===== src/rtl/id_stage_pipe.sv =====
// Pipelined RV32I-subset decode stage: register file, control decode and a registered
// ID/EX boundary with load-use stall, branch flush and write-through bypass.

package id_stage_pkg;
   typedef struct packed {
      logic       branch;
      logic       memread;
      logic       memwrite;
      logic       memtoreg;
      logic       alusrc;
      logic       regwrite;
      logic [1:0] aluop;
   } ctrl_t;

   localparam logic [6:0] OP_R      = 7'b0110011;
   localparam logic [6:0] OP_IALU   = 7'b0010011;
   localparam logic [6:0] OP_LOAD   = 7'b0000011;
   localparam logic [6:0] OP_STORE  = 7'b0100011;
   localparam logic [6:0] OP_BRANCH = 7'b1100011;
endpackage

// Combinational opcode decode: control bits, operand usage and 32-bit immediate.
module id_decode
   import id_stage_pkg::*;
(
   input  logic [31:0] instr,
   output ctrl_t       ctrl,
   output logic        illegal,
   output logic        uses_rs1,
   output logic        uses_rs2,
   output logic [31:0] imm32
);
   always_comb begin
      ctrl     = '0;
      illegal  = 1'b0;
      uses_rs1 = 1'b1;
      uses_rs2 = 1'b0;
      imm32    = '0;
      unique case (instr[6:0])
         OP_R: begin
            ctrl     = '{branch:1'b0, memread:1'b0, memwrite:1'b0, memtoreg:1'b1,
                         alusrc:1'b0, regwrite:1'b1, aluop:2'b10};
            uses_rs2 = 1'b1;
         end
         OP_IALU: begin
            ctrl  = '{branch:1'b0, memread:1'b0, memwrite:1'b0, memtoreg:1'b1,
                      alusrc:1'b1, regwrite:1'b1, aluop:2'b11};
            imm32 = {{20{instr[31]}}, instr[31:20]};
         end
         OP_LOAD: begin
            ctrl  = '{branch:1'b0, memread:1'b1, memwrite:1'b0, memtoreg:1'b0,
                      alusrc:1'b1, regwrite:1'b1, aluop:2'b00};
            imm32 = {{20{instr[31]}}, instr[31:20]};
         end
         OP_STORE: begin
            ctrl     = '{branch:1'b0, memread:1'b0, memwrite:1'b1, memtoreg:1'b0,
                         alusrc:1'b1, regwrite:1'b0, aluop:2'b00};
            uses_rs2 = 1'b1;
            imm32    = {{20{instr[31]}}, instr[31:25], instr[11:7]};
         end
         OP_BRANCH: begin
            ctrl     = '{branch:1'b1, memread:1'b0, memwrite:1'b0, memtoreg:1'b0,
                         alusrc:1'b0, regwrite:1'b0, aluop:2'b01};
            uses_rs2 = 1'b1;
            imm32    = {{19{instr[31]}}, instr[31], instr[7], instr[30:25], instr[11:8], 1'b0};
         end
         default: begin
            illegal  = 1'b1;
            uses_rs1 = 1'b0;
         end
      endcase
   end
endmodule

// Register file with x0 hard-wired to zero and write-through on both read ports.
module id_regfile #(
   parameter int XLEN  = 32,
   parameter int NREGS = 32,
   localparam int AW   = $clog2(NREGS)
) (
   input  logic            clk,
   input  logic            rst_n,
   input  logic            we,
   input  logic [AW-1:0]   wa,
   input  logic [XLEN-1:0] wd,
   input  logic [AW-1:0]   ra1,
   input  logic [AW-1:0]   ra2,
   output logic [XLEN-1:0] rd1,
   output logic [XLEN-1:0] rd2
);
   logic [NREGS-1:0][XLEN-1:0] regs;

   always_ff @(posedge clk or negedge rst_n) begin
      if (!rst_n)                 regs     <= '0;
      else if (we && wa != '0)    regs[wa] <= wd;
   end

   assign rd1 = (ra1 == '0) ? '0 : (we && wa == ra1) ? wd : regs[ra1];
   assign rd2 = (ra2 == '0) ? '0 : (we && wa == ra2) ? wd : regs[ra2];
endmodule

module id_stage_pipe
   import id_stage_pkg::*;
#(
   parameter int XLEN  = 32,
   parameter int NREGS = 32,
   localparam int AW   = $clog2(NREGS)
) (
   input  logic            clk,
   input  logic            rst_n,
   input  logic            if_valid,
   input  logic [31:0]     if_instr,
   input  logic [XLEN-1:0] if_pc,
   output logic            id_ready,
   input  logic            flush,
   input  logic            wb_we,
   input  logic [AW-1:0]   wb_rd,
   input  logic [XLEN-1:0] wb_data,
   output logic            ex_valid,
   output logic [XLEN-1:0] ex_pc,
   output logic [XLEN-1:0] ex_rs1_data,
   output logic [XLEN-1:0] ex_rs2_data,
   output logic [XLEN-1:0] ex_imm,
   output logic [AW-1:0]   ex_rs1,
   output logic [AW-1:0]   ex_rs2,
   output logic [AW-1:0]   ex_rd,
   output logic [2:0]      ex_funct3,
   output logic            ex_funct7b5,
   output logic            ex_branch,
   output logic            ex_memread,
   output logic            ex_memwrite,
   output logic            ex_memtoreg,
   output logic            ex_alusrc,
   output logic            ex_regwrite,
   output logic [1:0]      ex_aluop,
   output logic            ex_illegal
);
   typedef struct packed {
      logic            valid;
      logic [XLEN-1:0] pc;
      logic [XLEN-1:0] rs1_data;
      logic [XLEN-1:0] rs2_data;
      logic [XLEN-1:0] imm;
      logic [AW-1:0]   rs1;
      logic [AW-1:0]   rs2;
      logic [AW-1:0]   rd;
      logic [2:0]      funct3;
      logic            funct7b5;
      ctrl_t           ctrl;
      logic            illegal;
   } idex_t;

   idex_t           idex_d, idex_q;
   ctrl_t           dec_ctrl;
   logic            dec_illegal, uses_rs1, uses_rs2;
   logic [31:0]     imm32;
   logic [AW-1:0]   rs1, rs2, rd;
   logic [XLEN-1:0] rs1_data, rs2_data;
   logic            hazard, take;

   assign rs1 = AW'(if_instr[19:15]);
   assign rs2 = AW'(if_instr[24:20]);
   assign rd  = AW'(if_instr[11:7]);

   id_decode u_dec (
      .instr    (if_instr),
      .ctrl     (dec_ctrl),
      .illegal  (dec_illegal),
      .uses_rs1 (uses_rs1),
      .uses_rs2 (uses_rs2),
      .imm32    (imm32)
   );

   id_regfile #(.XLEN(XLEN), .NREGS(NREGS)) u_rf (
      .clk   (clk),
      .rst_n (rst_n),
      .we    (wb_we),
      .wa    (wb_rd),
      .wd    (wb_data),
      .ra1   (rs1),
      .ra2   (rs2),
      .rd1   (rs1_data),
      .rd2   (rs2_data)
   );

   // Stall only on a live load in EX whose rd feeds an operand this instruction really uses.
   assign hazard = if_valid && idex_q.valid && idex_q.ctrl.memread && (idex_q.rd != '0) &&
                   ((uses_rs1 && idex_q.rd == rs1) || (uses_rs2 && idex_q.rd == rs2));
   // Flush consumes the fetch word even when it would otherwise stall.
   assign id_ready = flush || !hazard;
   assign take     = if_valid && !flush && !hazard;

   always_comb begin
      idex_d = '0;
      if (take) begin
         idex_d.valid    = 1'b1;
         idex_d.pc       = if_pc;
         idex_d.rs1_data = rs1_data;
         idex_d.rs2_data = rs2_data;
         idex_d.imm      = XLEN'($signed(imm32));
         idex_d.rs1      = rs1;
         idex_d.rs2      = rs2;
         idex_d.rd       = rd;
         idex_d.funct3   = if_instr[14:12];
         idex_d.funct7b5 = if_instr[30];
         idex_d.ctrl     = dec_ctrl;
         idex_d.illegal  = dec_illegal;
      end
   end

   always_ff @(posedge clk or negedge rst_n) begin
      if (!rst_n) idex_q <= '0;
      else        idex_q <= idex_d;
   end

   assign ex_valid    = idex_q.valid;
   assign ex_pc       = idex_q.pc;
   assign ex_rs1_data = idex_q.rs1_data;
   assign ex_rs2_data = idex_q.rs2_data;
   assign ex_imm      = idex_q.imm;
   assign ex_rs1      = idex_q.rs1;
   assign ex_rs2      = idex_q.rs2;
   assign ex_rd       = idex_q.rd;
   assign ex_funct3   = idex_q.funct3;
   assign ex_funct7b5 = idex_q.funct7b5;
   assign ex_branch   = idex_q.ctrl.branch;
   assign ex_memread  = idex_q.ctrl.memread;
   assign ex_memwrite = idex_q.ctrl.memwrite;
   assign ex_memtoreg = idex_q.ctrl.memtoreg;
   assign ex_alusrc   = idex_q.ctrl.alusrc;
   assign ex_regwrite = idex_q.ctrl.regwrite;
   assign ex_aluop    = idex_q.ctrl.aluop;
   assign ex_illegal  = idex_q.illegal;
endmodule


===== config.mk =====
export PLATFORM = sky130hd
export DESIGN_NAME = id_stage_pipe
export DESIGN_NICKNAME = d
export VERILOG_FILES = /design/src/rtl/id_stage_pipe.sv
export SDC_FILE = /design/constraint.sdc
export NUM_CORES = 2
export LEC_CHECK = 0
export BUFFER_PORTS_ARGS = -buffer_cell sky130_fd_sc_hd__buf_2
export CORE_MARGIN = 5
export CORE_UTILIZATION = 55
export DETAILED_ROUTE_END_ITERATION = 10
export PLACE_DENSITY = 0.77
export SKIP_LAST_GASP = 1
export SLEW_MARGIN = 15
export SYNTH_ARGS = -nofsm -noshare
export SYNTH_HDL_FRONTEND = slang
export SYNTH_SLANG_ARGS = --single-unit

===== constraint.sdc =====
create_clock -name clk -period 2.66 [get_ports clk]
set_clock_uncertainty 0.05 [all_clocks]
set_input_delay 0.133 -clock clk [delete_from_list [all_inputs] [get_ports clk]]
set_output_delay 0.133 -clock clk [all_outputs]
set_load 0.05 [all_outputs]

### Word-level counts from Yosys, hierarchy flattened

Index checks and enable logic that the tools add are counted.

* register bits after elaboration: 1181
* input port bits: 106
* output and inout bits: 158
* word-level logic and storage cells: 103

* $lt $le $gt $ge: 4
* eq/ne operators: 9
* multiplexer cells: 17
* reductions and logical operators: 23

Operators by type and width (number)
* $bwmux 1024: 1
* $bmux 32 s5: 2
* $mux 32: 7
* $demux 32 s5: 1
* $mux 157: 1
* $pmux 32 s3: 1
* $pmux 8 s5: 1
* $eq 5x5->1: 4
* $lt 5x6->1 const B: 3
* $eq 7x6->1 const B: 2
* $logic_and 1x1->1: 12
* $logic_not 5->1: 2
* $reduce_bool 5->1: 2
* $eq 7x2->1 const B: 1
* $eq 7x5->1 const B: 1
* $eq 7x7->1 const B: 1
* $ge 5x1->1 const B: 1
* $reduce_or 5->1: 1
* $mux 1: 3
* $reduce_or 3->1: 1
* $logic_not 1->1: 2
* $logic_or 1x1->1: 2
* $reduce_or 2->1: 1

### Longest topological paths before layout

* word-level depth: 9
* gate-level depth with buffers: 9
* mapped depth without buffers: 6

### By module

From an unflattened synthesis, not the netlist that was laid out.

* cells, all modules: 4410
* area, all modules: 61093.6 um2

Modules (own cells, without submodules)
* id_regfile: instances 1, cells each 3808, area an instance 54931.4 um2, seq. area each 25624.6 um2
* id_stage_pipe: instances 1, cells each 542, area an instance 5706.7 um2, seq. area each 3928.8 um2
* id_decode: instances 1, cells each 60, area an instance 455.4 um2, seq. area each 0.0 um2

### Least setup slack after synthesis

No wires, ideal clock.

* path type: reg2reg
* start point: register idex_q (netlist bit ex_rd[4])
* end point: register idex_q (netlist bit ex_rs1_data[31])
* setup time: 0.138 ns
* arrival time: 1.856 ns
* required time: 2.472 ns
* setup slack: 0.616 ns
* stages on the path, launching flop included: 8
* path buffers: 2
* clock period less this slack: 2.044 ns
* cell sequence: dfrtp_1 -> xor2_1 -> nor4_1 -> a32oi_1 -> o21bai_1 -> buf_6 -> buf_2 -> a211oi_1

RTL lines
* start, declared: RTL line 153 `idex_t idex_d, idex_q;`
* start signal, assigned: RTL line 213 `else idex_q <= idex_d;`

==> impl.org <==
** Finish
- Fin nets :: 4483
- Fill cell instance count of the final layout :: 7676
- Measured on the finished design, the core utilization comes to 63.15%.
- The post-route netlist has 49.35% of its cells at a drive strength greater than 1.
- Relative to the synthesized area, the layout overhead comes to 14.53%.

** STA
- Setup total negative slack on the finished layout was measured at 0 ns.
- The final-report max-slew violation count came to 0.
- Slew at the pin with the worst max-slew slack :: 0.8991 ns
- Number of hold violations in the final report :: 0
- Period Utilization, post-route :: 97.57%
- Static timing analysis puts the maximum clock frequency at 0.3853 GHz.
- Remaining max-slew budget at the tightest pin :: 39.28%
- Setup repair after global routing left no endpoint under its margin.
- Final-report setup violation count :: 0
- Once routing completed, OpenROAD measured the worst setup slack at 0.06476 ns.
- Shortest period the worst path allows :: 2.595 ns

** Power
- Internal power of the cells :: 0.03623 W
- The analysis attributes to cell leakage a power of 30.21 nW.
- IR analysis of the VDD net gives a maximum drop of 0.0006561 V.
- Power density relative to cell area :: 727.4 nW/um^2
- Switching share of power :: 27.23%
- Psw :: 0.01356 W
- The share of total power dissipated in the clock network is 33.8%.
- Sequential cells account for 46.2% of the total power.
- Combinational power share :: 19.9%

** Worst setup path
- The slowest stage of the critical path is the sky130_fd_sc_hd__dlygate4sd3_1 cell.
- Crit Path Category :: flop to flop
- STA puts the critical path data required time at 3.21 ns.
- Data arrival, critical path :: 3.14 ns
- The worst setup path is captured at a flop.
- The worst setup path is launched from a flop.
- Chain of cells forming the critical path :: xor2_1 -> nor4_2 -> a32oi_2 -> buf_4 -> o21bai_4 -> clkbuf_16 -> nor4_1 -> dlygate4sd3_1
- Of all nets on the critical path, the largest fanout is 20.
- Largest stage delay on the critical path :: 0.58 ns

** Logic synthesis
- The largest total area in the synthesized netlist belongs to sky130_fd_sc_hd__dfrtp_1.
- Portion of netlist area occupied by mux cells :: 37.76%
- The synthesized netlist contains 45 unique library cells.
- Largest cells by area after synthesis :: sky130_fd_sc_hd__dfrtp_1 49%, sky130_fd_sc_hd__mux2_2 19%, sky130_fd_sc_hd__mux4_2 17%
- Counting every net in the synthesized netlist gives 4235.
- In the synthesized netlist the async set-or-reset flop fraction comes to 100.0%.
- Synth Area in Adders :: 0%
- By count the netlist is led by 1161 x sky130_fd_sc_hd__dfrtp_1, 992 x sky130_fd_sc_hd__mux2_2, 446 x sky130_fd_sc_hd__mux4_2, 200 x sky130_fd_sc_hd__clkbuf_1, 154 x sky130_fd_sc_hd__nor2_1.
- Portion of the post-synthesis area used by sequential elements :: 48.61%
- Largest family of logic cells by synthesized area :: multiplexers
- Yosys mapped a number of flops with a built-in enable equal to 0.
- Cell count after synthesis :: 4129
- Synth Register Bits :: 1161
- Yosys warnings :: 0
- Among all flip-flop cells after synthesis, the most frequent one is sky130_fd_sc_hd__dfrtp_1.
- Area share of the largest cell type after synthesis :: 48.61%
- Most common cell in the synthesized netlist :: sky130_fd_sc_hd__dfrtp_1
- Simple-Gate Fraction of Synth Area :: 4.846%
- A synthesized cell averages 14.47 um^2.
- Area of the mapped netlist :: 59770 um^2
- Summing the areas of all xor and xnor instances in the mapped netlist gives 0.2931% of the synthesized area.
- Summing the areas of all compound-gate instances in the mapped netlist gives 4.275% of the synthesized area.

** Clock network
- Clock Path Buffers :: 3
- CTS placed an instance of sky130_fd_sc_hd__clkbuf_16 at the clock tree root.
- CTS tree :: yes
- Clock edge transition at the registers on the reported setup and hold paths :: 0.06 ns
- Clock insertion delay at the later pin of the skew report :: 0.72 ns
- The tree built by TritonCTS fans out to 1161 sinks.
- CTS built an H-tree with a depth of 3.
- TritonCTS created 115 clock buffers.

** Place
- Pre-CTS worst setup slack :: 0.1134 ns
- The congestion estimate from routability-driven global placement came to 0.8906.
- HPWL reported at the end of detailed placement :: 115500 um
- Buffers placed on the I/O ports in this run total 263.

** Global routing
- Initial antenna violation count :: 15
- Entering global routing, the biggest net connects 139 pins.
- Wire length of the first global-routing pass :: 280300 um
- The via count of the first global-routing pass is 42.29k.
- After global routing the overflow that remains totals 0.
- Across every metal layer, demand over resource in global routing totals 32.38%.

** Floorplan
- The core region is 108400 um^2.
- Overall die height :: 339.6 um
- After floorplanning, the core was divided into 121 placement rows.
- IO Count :: 264
- Starting density of the core :: 55.14%
- Measured along the x axis, the die boundary spans 339.6 um.
- Total die area :: 115400 um^2

** Drt
- Drt first pass iters :: 6
- Count of routing violations after the opening detailed-route iteration :: 5167
- Routed len/inst :: 32.08 um
- DR vias/cell :: 6.980
- The count of nets left with antenna violations once routing finished came out at 0.
- For this run, design rule violations remaining after detail routing come to 0.
- Routed WL :: 189100 um
- Overall via count from detail_route :: 41.15k

** Min path
- Class of the tightest hold or removal check :: input port to flop

** Job
- Max-cap violations in this run came to 0.

** Outcome
- Outcome :: completed
[cell type report]
type / instances / area, um^2 / share of cell area (%)
sequential: 1161 / 29050 / 42.45
multi-input combinational: 2475 / 28430 / 41.53
timing repair buffer: 620 / 5245 / 7.663
clock buffer: 177 / 3465 / 5.061
tap: 1414 / 1769 / 2.585
clock inverter: 37 / 459.2 / 0.6708
antenna: 7 / 17.52 / 0.02559
inverter: 4 / 15.01 / 0.02193
[worst max-delay path, delay by kind of cell, from the launching register on]
family	cells	cell delay, ns
buffers and inverters	3	1.03
DFF	1	0.45
and+or+nand+nor	2	0.41
AOI/OAI and AO/OA	2	0.35
xor gates and xnor gates	1	0.19
[kinds of logic (layout without fill, tap and decap cells)]
logic type / after synthesis / after routing
other: 0 / 7
flip-flops: 1161 / 1161
buffers and inverters: 493 / 838
multiplexers: 1573 / 1573
XOR/XNOR: 20 / 20
AO/OA/AOI/OAI: 339 / 339
AND/OR/NAND/NOR: 543 / 543
[through the flow]
step / cells / hold WS [ns] / instance area, um^2 / total power (W)
after floorplan: 4129 / -0.2126 / 59770 / 0.02975
after global placement: 5574 / 0.03600 / 63480 / 0.03225
after detailed placement: 5574 / 0.03357 / 63480 / 0.03283
after CTS: 5882 / 0.009764 / 68360 / 0.04973
after global routing: 5890 / 0.02089 / 68440 / 0.05167
final: 5895 / 0.05342 / 68450 / 0.04979
[layout by cell type (no fill, tap or decap), types with 4 or more instances in the layout]
cell type                       netlist  layout
sky130_fd_sc_hd__clkbuf_16            0     119
sky130_fd_sc_hd__clkbuf_8             0      29
sky130_fd_sc_hd__nand3b_1             4       4
sky130_fd_sc_hd__and3_1               8       6
sky130_fd_sc_hd__o22ai_1             62      62
sky130_fd_sc_hd__nor2b_1            125     125
sky130_fd_sc_hd__nand2b_2             0       6
sky130_fd_sc_hd__nor3_1              72      71
sky130_fd_sc_hd__buf_12               0      74
sky130_fd_sc_hd__nor2_4               0      16
sky130_fd_sc_hd__buf_2              133     255
sky130_fd_sc_hd__o41ai_1             62      62
sky130_fd_sc_hd__bufinv_16            0       9
sky130_fd_sc_hd__mux4_2             446     446
sky130_fd_sc_hd__dfrtp_1           1161    1160
sky130_fd_sc_hd__o211a_1              7       7
sky130_fd_sc_hd__diode_2              0       7
sky130_fd_sc_hd__nor3b_1             11      11
sky130_fd_sc_hd__clkbuf_1           200      30
sky130_fd_sc_hd__mux2_2             992     992
sky130_fd_sc_hd__and2_1              53      52
sky130_fd_sc_hd__buf_4               82     188
sky130_fd_sc_hd__buf_6               26       4
sky130_fd_sc_hd__nor4_2               1       4
sky130_fd_sc_hd__clkinv_2             0      20
sky130_fd_sc_hd__a22oi_1             68      68
sky130_fd_sc_hd__mux2i_1            135     135
sky130_fd_sc_hd__nand3_1              4       4
sky130_fd_sc_hd__nor2_1             154     138
sky130_fd_sc_hd__a211oi_1           126     126
sky130_fd_sc_hd__dlygate4sd3_1        0      93
sky130_fd_sc_hd__nand2_2              0      19
sky130_fd_sc_hd__a21oi_1              4       4
sky130_fd_sc_hd__buf_8                0       5
sky130_fd_sc_hd__xor2_1              17      17
sky130_fd_sc_hd__nand2_1             25       6
sky130_fd_sc_hd__nor4_1              67      64
[registers in the layout, indices dropped and copies added, names as in the netlist, 3 cells and up]
name,cells
ex_rs1,5
ex_rd,5
ex_imm,13
ex_rs1_data,32
ex_pc,32
ex_funct3,3
u_rf.regs,1024
ex_rs2_data,32
ex_rs2,5
[worst paths after layout]
check	endpoint	start	depth (start not counted)	slack, ns
setup / recovery	ex_imm[0]	ex_rd[0]	8	0.06
hold / removal	ex_rs1[2]	if_instr[17]	3	0.05
setup reg to reg	ex_imm[0]	ex_rd[0]	8	0.06
hold reg to reg	u_rf.regs[24]	u_rf.regs[24]	0	0.35
max in group asynchronous	u_rf.regs[654]	rst_n	3	1.65
min in group asynchronous	u_rf.regs[114]	rst_n	3	0.11
[power groups by stage]
stage / clock network, W / registers, W / logic, W
after global routing: 0.0178 / 0.0233 / 0.0106
after floorplan: 0 / 0.0227 / 0.00704
final: 0.0168 / 0.0230 / 0.00992
after CTS: 0.0170 / 0.0229 / 0.00985
after detailed placement: 0 / 0.0232 / 0.00967
after global placement: 0 / 0.0229 / 0.00938
[repair_timing]
| item | in CTS | in global routing |
|---|---|---|
| buffers inserted | 0 | 4 |
| hold buffers | 94 | 0 |
| gates resized for setup | 0 | 7 |
| endpoints found under the setup margin | 0 | 2 |
| hold endpoints to repair | 1223 | 0 |
[metal layers]
layer | global-route usage, % | wire, um
met5 | 0 | 108
met3 | 9.195 | 22510
met2 | 47.89 | 83770
met1 | 45.35 | 73050
met4 | 13.95 | 9680
No activity file was read; power rests on OpenSTA's default activity.
